**config.mk**
```make
export PLATFORM = sky130hd
export DESIGN_NAME = ctrl_spi_tx_flat
export DESIGN_NICKNAME = d
export VERILOG_FILES = /design/src/rtl/ctrl_spi_tx_if.sv /design/src/rtl/ctrl_spi_tx.sv /design/src/flat_wrapper.sv
export SDC_FILE = /design/constraint.sdc
export NUM_CORES = 1
export LEC_CHECK = 0
export ABC_AREA = 1
export BUFFER_PORTS_ARGS = -buffer_cell sky130_fd_sc_hd__buf_2
export CORE_ASPECT_RATIO = 1.1
export CORE_UTILIZATION = 35
export CTS_BUF_LIST = sky130_fd_sc_hd__clkbuf_8 sky130_fd_sc_hd__clkbuf_16
export DETAILED_ROUTE_END_ITERATION = 10
export SYNTH_ARGS = -nofsm -noshare
export SYNTH_HDL_FRONTEND = slang
export SYNTH_SLANG_ARGS = --single-unit
```
**constraint.sdc**
```tcl
create_clock -name Main_Clock -period 3.3 [get_ports Main_Clock]
set_input_delay 0.165 -clock Main_Clock [delete_from_list [all_inputs] [get_ports Main_Clock]]
set_output_delay 0.165 -clock Main_Clock [all_outputs]
set_load 0.02 [all_outputs]
```
**src/rtl/ctrl_spi_tx_if.sv**
```systemverilog
// rtl/ctrl_spi_tx_if.sv - frame request/status and SPI pins of the control-word SPI transmitter
interface ctrl_spi_tx_if #(
   parameter int FRAME_BITS = 112
);
   logic [FRAME_BITS-1:0] i_Frame;
   logic                  i_Start;
   logic                  o_Busy;
   logic                  o_Done;
   logic                  o_SPI_CS;
   logic                  o_SPI_Clock;
   logic                  o_SPI_Data;

   modport master (
      output i_Frame, i_Start,
      input  o_Busy, o_Done, o_SPI_CS, o_SPI_Clock, o_SPI_Data
   );

   modport slave (
      input  i_Frame, i_Start,
      output o_Busy, o_Done, o_SPI_CS, o_SPI_Clock, o_SPI_Data
   );
endinterface

```
**src/rtl/ctrl_spi_tx.sv**
```systemverilog
// rtl/ctrl_spi_tx.sv - mode-0 SPI master sending one frame of control words, word 0 first, MSB first
module ctrl_spi_tx #(
   parameter int WORDS     = 7,
   parameter int WORD_BITS = 16,
   parameter int CLK_DIV   = 4,
   parameter int LEAD      = 4,
   parameter int GAP       = 8
) (
   input  logic         Main_Clock,
   input  logic         Reset,
   ctrl_spi_tx_if.slave bus
);
   localparam int NBITS  = WORDS * WORD_BITS;
   localparam int PH_A   = (CLK_DIV > LEAD) ? CLK_DIV : LEAD;
   localparam int PH_MAX = (PH_A > GAP) ? PH_A : GAP;
   localparam int PH_W   = $clog2(PH_MAX + 1);
   localparam int BIT_W  = (NBITS > 1) ? $clog2(NBITS) : 1;

   typedef enum logic [2:0] {
      S_IDLE, S_LEAD, S_SCK_HIGH, S_SCK_LOW, S_TRAIL, S_GAP
   } state_t;

   state_t           state;
   logic [PH_W-1:0]  phase_cnt;
   logic [BIT_W-1:0] bit_cnt;
   logic [NBITS-1:0] shreg;

   // Word 0 moves to the top so a plain left shift yields word 0 MSB first.
   function automatic logic [NBITS-1:0] word_order(input logic [NBITS-1:0] f);
      logic [NBITS-1:0] r;
      r = '0;
      for (int n = 0; n < WORDS; n++)
         r[(WORDS-1-n)*WORD_BITS +: WORD_BITS] = f[n*WORD_BITS +: WORD_BITS];
      return r;
   endfunction

   always_ff @(posedge Main_Clock) begin
      if (Reset) begin
         state           <= S_IDLE;
         phase_cnt       <= '0;
         bit_cnt         <= '0;
         shreg           <= '0;
         bus.o_SPI_CS    <= 1'b1;
         bus.o_SPI_Clock <= 1'b0;
         bus.o_SPI_Data  <= 1'b0;
         bus.o_Busy      <= 1'b0;
         bus.o_Done      <= 1'b0;
      end else begin
         bus.o_Done <= 1'b0;
         case (state)
            S_IDLE: begin
               if (bus.i_Start) begin
                  shreg          <= word_order(bus.i_Frame);
                  bus.o_SPI_Data <= bus.i_Frame[WORD_BITS-1];
                  bus.o_SPI_CS   <= 1'b0;
                  bus.o_Busy     <= 1'b1;
                  bit_cnt        <= BIT_W'(NBITS - 1);
                  phase_cnt      <= PH_W'(LEAD - 1);
                  state          <= S_LEAD;
               end
            end
            S_LEAD: begin
               if (phase_cnt == '0) begin
                  bus.o_SPI_Clock <= 1'b1;
                  phase_cnt       <= PH_W'(CLK_DIV - 1);
                  state           <= S_SCK_HIGH;
               end else begin
                  phase_cnt <= phase_cnt - 1'b1;
               end
            end
            S_SCK_HIGH: begin
               if (phase_cnt == '0) begin
                  bus.o_SPI_Clock <= 1'b0;
                  phase_cnt       <= PH_W'(CLK_DIV - 1);
                  if (bit_cnt == '0) begin
                     state <= S_TRAIL;
                  end else begin
                     // MOSI changes on the falling SCK edge, a full phase before the next rise.
                     shreg          <= {shreg[NBITS-2:0], 1'b0};
                     bus.o_SPI_Data <= shreg[NBITS-2];
                     bit_cnt        <= bit_cnt - 1'b1;
                     state          <= S_SCK_LOW;
                  end
               end else begin
                  phase_cnt <= phase_cnt - 1'b1;
               end
            end
            S_SCK_LOW: begin
               if (phase_cnt == '0) begin
                  bus.o_SPI_Clock <= 1'b1;
                  phase_cnt       <= PH_W'(CLK_DIV - 1);
                  state           <= S_SCK_HIGH;
               end else begin
                  phase_cnt <= phase_cnt - 1'b1;
               end
            end
            S_TRAIL: begin
               if (phase_cnt == '0) begin
                  bus.o_SPI_CS   <= 1'b1;
                  bus.o_Done     <= 1'b1;
                  bus.o_SPI_Data <= 1'b0;
                  phase_cnt      <= PH_W'(GAP - 1);
                  state          <= S_GAP;
               end else begin
                  phase_cnt <= phase_cnt - 1'b1;
               end
            end
            S_GAP: begin
               if (phase_cnt == '0) begin
                  bus.o_Busy <= 1'b0;
                  state      <= S_IDLE;
               end else begin
                  phase_cnt <= phase_cnt - 1'b1;
               end
            end
            default: state <= S_IDLE;
         endcase
      end
   end
endmodule

```
**src/flat_wrapper.sv**
```systemverilog
// flat-port wrapper written by rule: the top's interface ports become plain ports
module ctrl_spi_tx_flat 
#(
   parameter int WORDS     = 7,
   parameter int WORD_BITS = 16,
   parameter int CLK_DIV   = 4,
   parameter int LEAD      = 4,
   parameter int GAP       = 8
)
  (Main_Clock, Reset, bus_i_Frame, bus_i_Start, bus_o_Busy, bus_o_Done, bus_o_SPI_CS, bus_o_SPI_Clock, bus_o_SPI_Data);
  ctrl_spi_tx_if #(.FRAME_BITS((WORDS * (16)))) bus_i ();
  input  logic Main_Clock;
  input  logic Reset;
  input wire logic [$bits(bus_i.i_Frame)-1:0] bus_i_Frame;
  input wire logic [$bits(bus_i.i_Start)-1:0] bus_i_Start;
  output wire logic [$bits(bus_i.o_Busy)-1:0] bus_o_Busy;
  output wire logic [$bits(bus_i.o_Done)-1:0] bus_o_Done;
  output wire logic [$bits(bus_i.o_SPI_CS)-1:0] bus_o_SPI_CS;
  output wire logic [$bits(bus_i.o_SPI_Clock)-1:0] bus_o_SPI_Clock;
  output wire logic [$bits(bus_i.o_SPI_Data)-1:0] bus_o_SPI_Data;
  assign bus_i.i_Frame = bus_i_Frame;
  assign bus_i.i_Start = bus_i_Start;
  assign bus_o_Busy = bus_i.o_Busy;
  assign bus_o_Done = bus_i.o_Done;
  assign bus_o_SPI_CS = bus_i.o_SPI_CS;
  assign bus_o_SPI_Clock = bus_i.o_SPI_Clock;
  assign bus_o_SPI_Data = bus_i.o_SPI_Data;
  ctrl_spi_tx #(.WORDS(WORDS), .WORD_BITS(WORD_BITS), .CLK_DIV(CLK_DIV), .LEAD(LEAD), .GAP(GAP)) u_core (.Main_Clock(Main_Clock), .Reset(Reset), .bus(bus_i));
endmodule
```
# Word-level counts from Yosys, hierarchy flattened
# Cells that the tools add are included.
# word_totals
register_bits	130
# classes
add_sub_neg	2
eq_ne	12
mux	32
n_reduce_logical	19
bitwise	1
# op_table
cell	count
$mux 111	3
$pmux 111 s2	1
$mux 7	3
$mux 3	6
$mux 4	4
$pmux 4 s4	1
$pmux 3 s5	1
$pmux 7 s2	1
$reduce_and 3->1	4
$reduce_and 5->1	2
$mux 1	8
$ne 2x1->1 const B	4
$reduce_bool 2->1	4
$logic_not 7->1	1
$sub 7x1->7 const B	1
$eq 3x2->1 const B	2
$eq 3x3->1 const B	2
$ne 2x2->1 const B	3
$pmux 1 s2	3
$logic_not 4->1	1
$reduce_and 4->1	1
$reduce_bool 4->1	1
$reduce_or 2->1	2
$sub 4x1->4 const B	1
6 further kinds	6

# Longest topological paths before layout
# depth
ltp_word	4
mapped_depth	12
depth_no_buf	10

# Worst setup path before layout
# OpenSTA, ideal clock, no wires.
# synth_path
kind	reg-to-reg
start	reg u_core.phase_cnt[0]
end	reg u_core.shreg[25]
path_stages_with_launch	12
setup_slack_ps	1651
setup_ps	113
t_arrival_ps	1536
n_path_buf	2
path_cell_list	dfxtp_1 inv_1 ha_1 nand2_1 nor2_1 nor2_1 nor2_2 nand2_4 buf_6 buf_4 o21ai_1 nor2_1
# synth_via
elab_chain_cells	3
# synth_lines
element	line_no	source
from (decl)	ctrl_spi_tx.sv:24	logic [PH_W-1:0] phase_cnt;
from (signal assigned)	ctrl_spi_tx.sv:58	phase_cnt <= PH_W'(LEAD - 1);
from (signal assigned)	ctrl_spi_tx.sv:65	phase_cnt <= PH_W'(CLK_DIV - 1);
from (signal assigned)	ctrl_spi_tx.sv:68	phase_cnt <= phase_cnt - 1'b1;
$logic_not 4->1	ctrl_spi_tx.sv:72	if (phase_cnt == '0) begin
$ne 2x1->1 (no line)	n/a	
$reduce_and 4->1 (no line)	n/a	
to (signal assigned)	ctrl_spi_tx.sv:53	shreg <= word_order(bus.i_Frame);
to (signal assigned)	ctrl_spi_tx.sv:79	shreg <= {shreg[NBITS-2:0], 1'b0};
to (decl)	ctrl_spi_tx.sv:26	logic [NBITS-1:0] shreg;
# Every way passes these cells.
# A chain may end at the register's enable or synchronous reset.

# Final worst setup path
# layout_path
start	reg u_core.state[1]
end	reg u_core.shreg[104]
# layout_via
elab_chain_cells	3
# layout_lines
element	line_no	source
from (decl)	ctrl_spi_tx.sv:23	state_t state;
from (signal assigned)	ctrl_spi_tx.sv:39	state <= S_IDLE;
from (signal assigned)	ctrl_spi_tx.sv:59	state <= S_LEAD;
from (signal assigned)	ctrl_spi_tx.sv:66	state <= S_SCK_HIGH;
$eq 3x2->1 or $logic_not 3->1 (tied branches)	ctrl_spi_tx.sv:50	case (state)
$ne 2x2->1 (no line), or another cell as far along	n/a	
$reduce_and 4->1 (no line)	n/a	
# Parallel ways exist; a longest one is shown, timed or not.

==> key figures <==
Min path
  – Worst Hold Class: in2reg
  – Worst Hold Launch: bus_i_Frame[23]
  – Cell depth of the worst hold path: 5
  – Hold Path Sink: u_core.shreg[87]

Pwr
  – Cell leakage power: 0.003762 uW
  – Pwr Total: 7846 uW
  – Switching power: 3279 uW
  – VDD IR max: 0.5558 mV
  – P_int: around 4600 uW
  – Pwr Density: 1029 nW/um^2
  – Combinational share of power: 0.430
  – Sw frac: 0.4179
  – Sequential power share: 0.314
  – Clk network pwr share: 0.255

Finish
  – Register area: 2603 um^2
  – Fin nets: 1,219
  – Post-layout util: 0.4315
  – Area Overhead vs Synth: 20.47%
  – N_diodes: 0
  – Fraction of layout cells with a size suffix above 1: 0.1526
  – Multi-input logic area: around 3300 um^2
  – Fillers: 1,953

Clock network
  – Clock buffer depth: 2
  – Later-pin clock latency in the skew report: 0.42 ns
  – Root buf cell: clkbuf_16
  – CTS Buf Count: 17
  – Post-CTS Setup Inserts: 0
  – CTS tree: done
  – Worst-path clk slew: 0.06 ns
  – Post-cts resize count: 0
  – Clk sink count: 130
  – H-Tree Depth: 4
  – # hold bufs at CTS: 0

GRT
  – Number of global-route vias before repair: 5,538
  – Largest net degree at the start of global routing: 88
  – GRT Util Overall: 0.1729
  – Grt total ovfl: 0
  – Antenna violations before repair: 0
  – Global-route wire length before repair: around 26 mm

Yosys
  – Syn Nets: between 1k and 1.5k
  – Async set or reset register ratio after synthesis: 0
  – Post-synthesis sequential area ratio: 0.4111
  – Syn avg cell area: slightly above 6 um^2
  – Warnings, synthesis: 0
  – Post-synthesis cell count: slightly above 1k
  – FF+latch count, synth: 130
  – Mapped cell area: between 6000 and 7000 um^2
  – Number of synthesized flops with an enable pin: 0
  – Yosys cell types: 27
  – Main flop type after synthesis: dfxtp_1

Setup path
  – Delay-heaviest family, CP: simple AND/OR/NAND/NOR gates
  – Flop2flop setup slack: approximately 1 ns
  – Critical Path, Cell by Cell: nand2_1 > nor2_4 > nand2_1 > nand2_2 > nand2_4 > buf_12 > o21ai_0 > nor2_1
  – Crit Path Max Fanout: 82
  – Crit Path Category: reg2reg
  – CP max-delay cell: dfxtp_1
  – CP bufs+invs: 1
  – CP peak stage delay: 0.47 ns
  – Worst reg2reg startpoint: u_core.state[1]
  – R2R Path End: u_core.shreg[104]
  – Crit path DAT: 2.61 ns
  – Worst Reg-to-Reg Cells: 8
  – CP Capture Type: flip-flop
  – Startpoint types: flip-flop
  – Worst path required time: about 3.6 ns
  – CP dominant cell by count: nand2_1

Timing
  – Worst Skew: ~0.017 ns
  – Setup TNS Final: 0 ns
  – Slew HR: 0.5592
  – Worst hold slack: 0.07956 ns
  – Fin. Hold Viols: 0
  – Fin crit share: 0.6972
  – Unrepaired setup endpoints after global routing: false
  – Worst Slack Setup Final: about 1.0 ns
  – Pins Over Slew Limit: 0
  – Setup violations, final: 0
  – Worst Max-Slew Pin Slew: around 0.66 ns
  – Minimum clock period: 2.301 ns
  – FMAX: 434.6 MHz

Placement
  – IO buf count: about 120
  – Worst slack, placed: around 1 ns
  – RePlAce Congestion: approximately 0.84
  – Post-detail-place hpwl: 9.560 mm

Die
  – Die footprint: 18,630 um^2
  – Die Height: 143.1 um
  – DIE WIDTH: 130.2 um
  – Core Area: 17,680 um^2
  – Initial Util: 0.3582
  – Num rows: 51
  – I/O pin cnt: 120

Routing
  – Via count: 6,148
  – Number of nets still failing antenna checks after routing: 0
  – DRT Pass-1 Iters: 4
  – Final wirelength: 15.41 mm
  – DRC violations left: 0
  – Avg Vias per Cell: 4.547
  – DR WL/cell: 11.40 um
  – DR iter-0 viols: 415

Flow run
  – Max Cap Viol: 0

Status
  – Status: complete, no violations
[registers in the layout, summed over array words and instances (netlist names)]
signal / count
u_core.bus.o_Busy: 1
u_core.state: 3
u_core.phase_cnt: 4
u_core.bus.o_Done: 1
u_core.bus.o_SPI_CS: 1
u_core.bus.o_SPI_Clock: 1
u_core.shreg: 111
u_core.bus.o_SPI_Data: 1
u_core.bit_cnt: 7
[through the flow]
step | area [um^2] | cells
final | 7627 | 1352
after global routing | 7627 | 1352
after CTS | 7627 | 1352
after detailed placement | 6998 | 1320
after global placement | 6998 | 1320
after floorplan | 6331 | 1018
[final cells by class]
| cell class | instances | area share |
|---|---|---|
| inverters | 20 | 0.01001 |
| repair buffers | 127 | 0.09088 |
| multi-input cells | 805 | 0.4364 |
| flip-flops and latches | 130 | 0.3412 |
| clock buffers | 20 | 0.06119 |
| well taps | 238 | 0.03904 |
| clock inverters | 12 | 0.02133 |
[power by group through the flow]
| stage | Combinational, uW | Sequential [uW] | Clock [uW] |
|---|---|---|---|
| after floorplan | 2880 | 2440 | 0 |
| after global placement | 3390 | 2480 | 0 |
| after detailed placement | 3420 | 2490 | 0 |
| after CTS | 3430 | 2470 | 2040 |
| after global routing | 3930 | 2540 | 2110 |
| final | 3380 | 2470 | 2000 |
[synthesized netlist by cell type (3+ instances only)]
cell	instances	area share
nand2_2	3	0.0030
clkbuf_1	22	0.013
dfxtp_1	130	0.41
ha_1	3	0.0059
nor2_1	251	0.15
inv_1	18	0.011
o21ai_1	53	0.042
buf_1	5	0.0030
buf_2	26	0.021
nand4_1	3	0.0030
nand3_1	19	0.015
o21ai_0	68	0.054
buf_6	9	0.016
nand2_1	377	0.22
a21oi_1	14	0.011
[layer usage]
layer,vias up,GRT usage,wire length (um)
met5,-,0,0
met4,0,0.06304,136
met3,11,0.03447,557
met2,103,0.2861,7053
met1,2695,0.2207,7666
li1,3339,-,-
[worst reg2reg max path, cell delays in order, from the launching register on]
cell	delay, ns
dfxtp_1	0.47
nand2_1	0.14
nor2_4	0.37
nand2_1	0.21
nand2_2	0.15
nand2_4	0.24
buf_12	0.32
o21ai_0	0.25
nor2_1	0.06
[cell usage in the layout (no fill, tap or decap)]
cell and instances:
o21ai_0 68, dfxtp_1 130, nand3_1 19, buf_12 3, a31oi_1 1, clkinv_2 5, nand4_1 3, inv_1 19
clkbuf_16 17, clkbuf_8 3, xnor2_1 1, nor2_1 250, nand3b_1 2, nor2_4 2, nand2_2 3, o21a_1 1
bufinv_16 4, o21ai_1 53, nand2_1 377, a21oi_1 14, clkinvlp_4 2, nor3_1 2, nand2_4 1, ha_1 3
buf_2 119, nand3_4 1, nand3_2 1, o211ai_1 1, nor2_2 2, inv_2 2, buf_4 5
[logic make-up (layout without fill, tap and decap cells)]
logic type	Yosys count	in the layout	synth area share
XOR/XNOR	1	1	0.001384
AND/OR/NAND/NOR	663	663	0.4059
flip-flops	130	130	0.4111
buffers and inverters	83	179	0.06561
AO/OA/AOI/OAI	138	138	0.1101
adder cells (fa/ha/maj)	3	3	0.005929
[how the worst max path moves through the flow]
stage,start,endpoint,cells past startpoint
2_1_floorplan,u_core.phase_cnt[0],u_core.shreg[25],11
3_3_place_gp,u_core.state[1],u_core.shreg[104],8
3_5_place_dp,u_core.state[1],u_core.shreg[104],8
4_1_cts,u_core.state[1],u_core.shreg[104],8
5_1_grt,u_core.state[2],u_core.shreg[80],9
6_report,u_core.state[1],u_core.shreg[104],8
(Power assumes the default switching activity.)
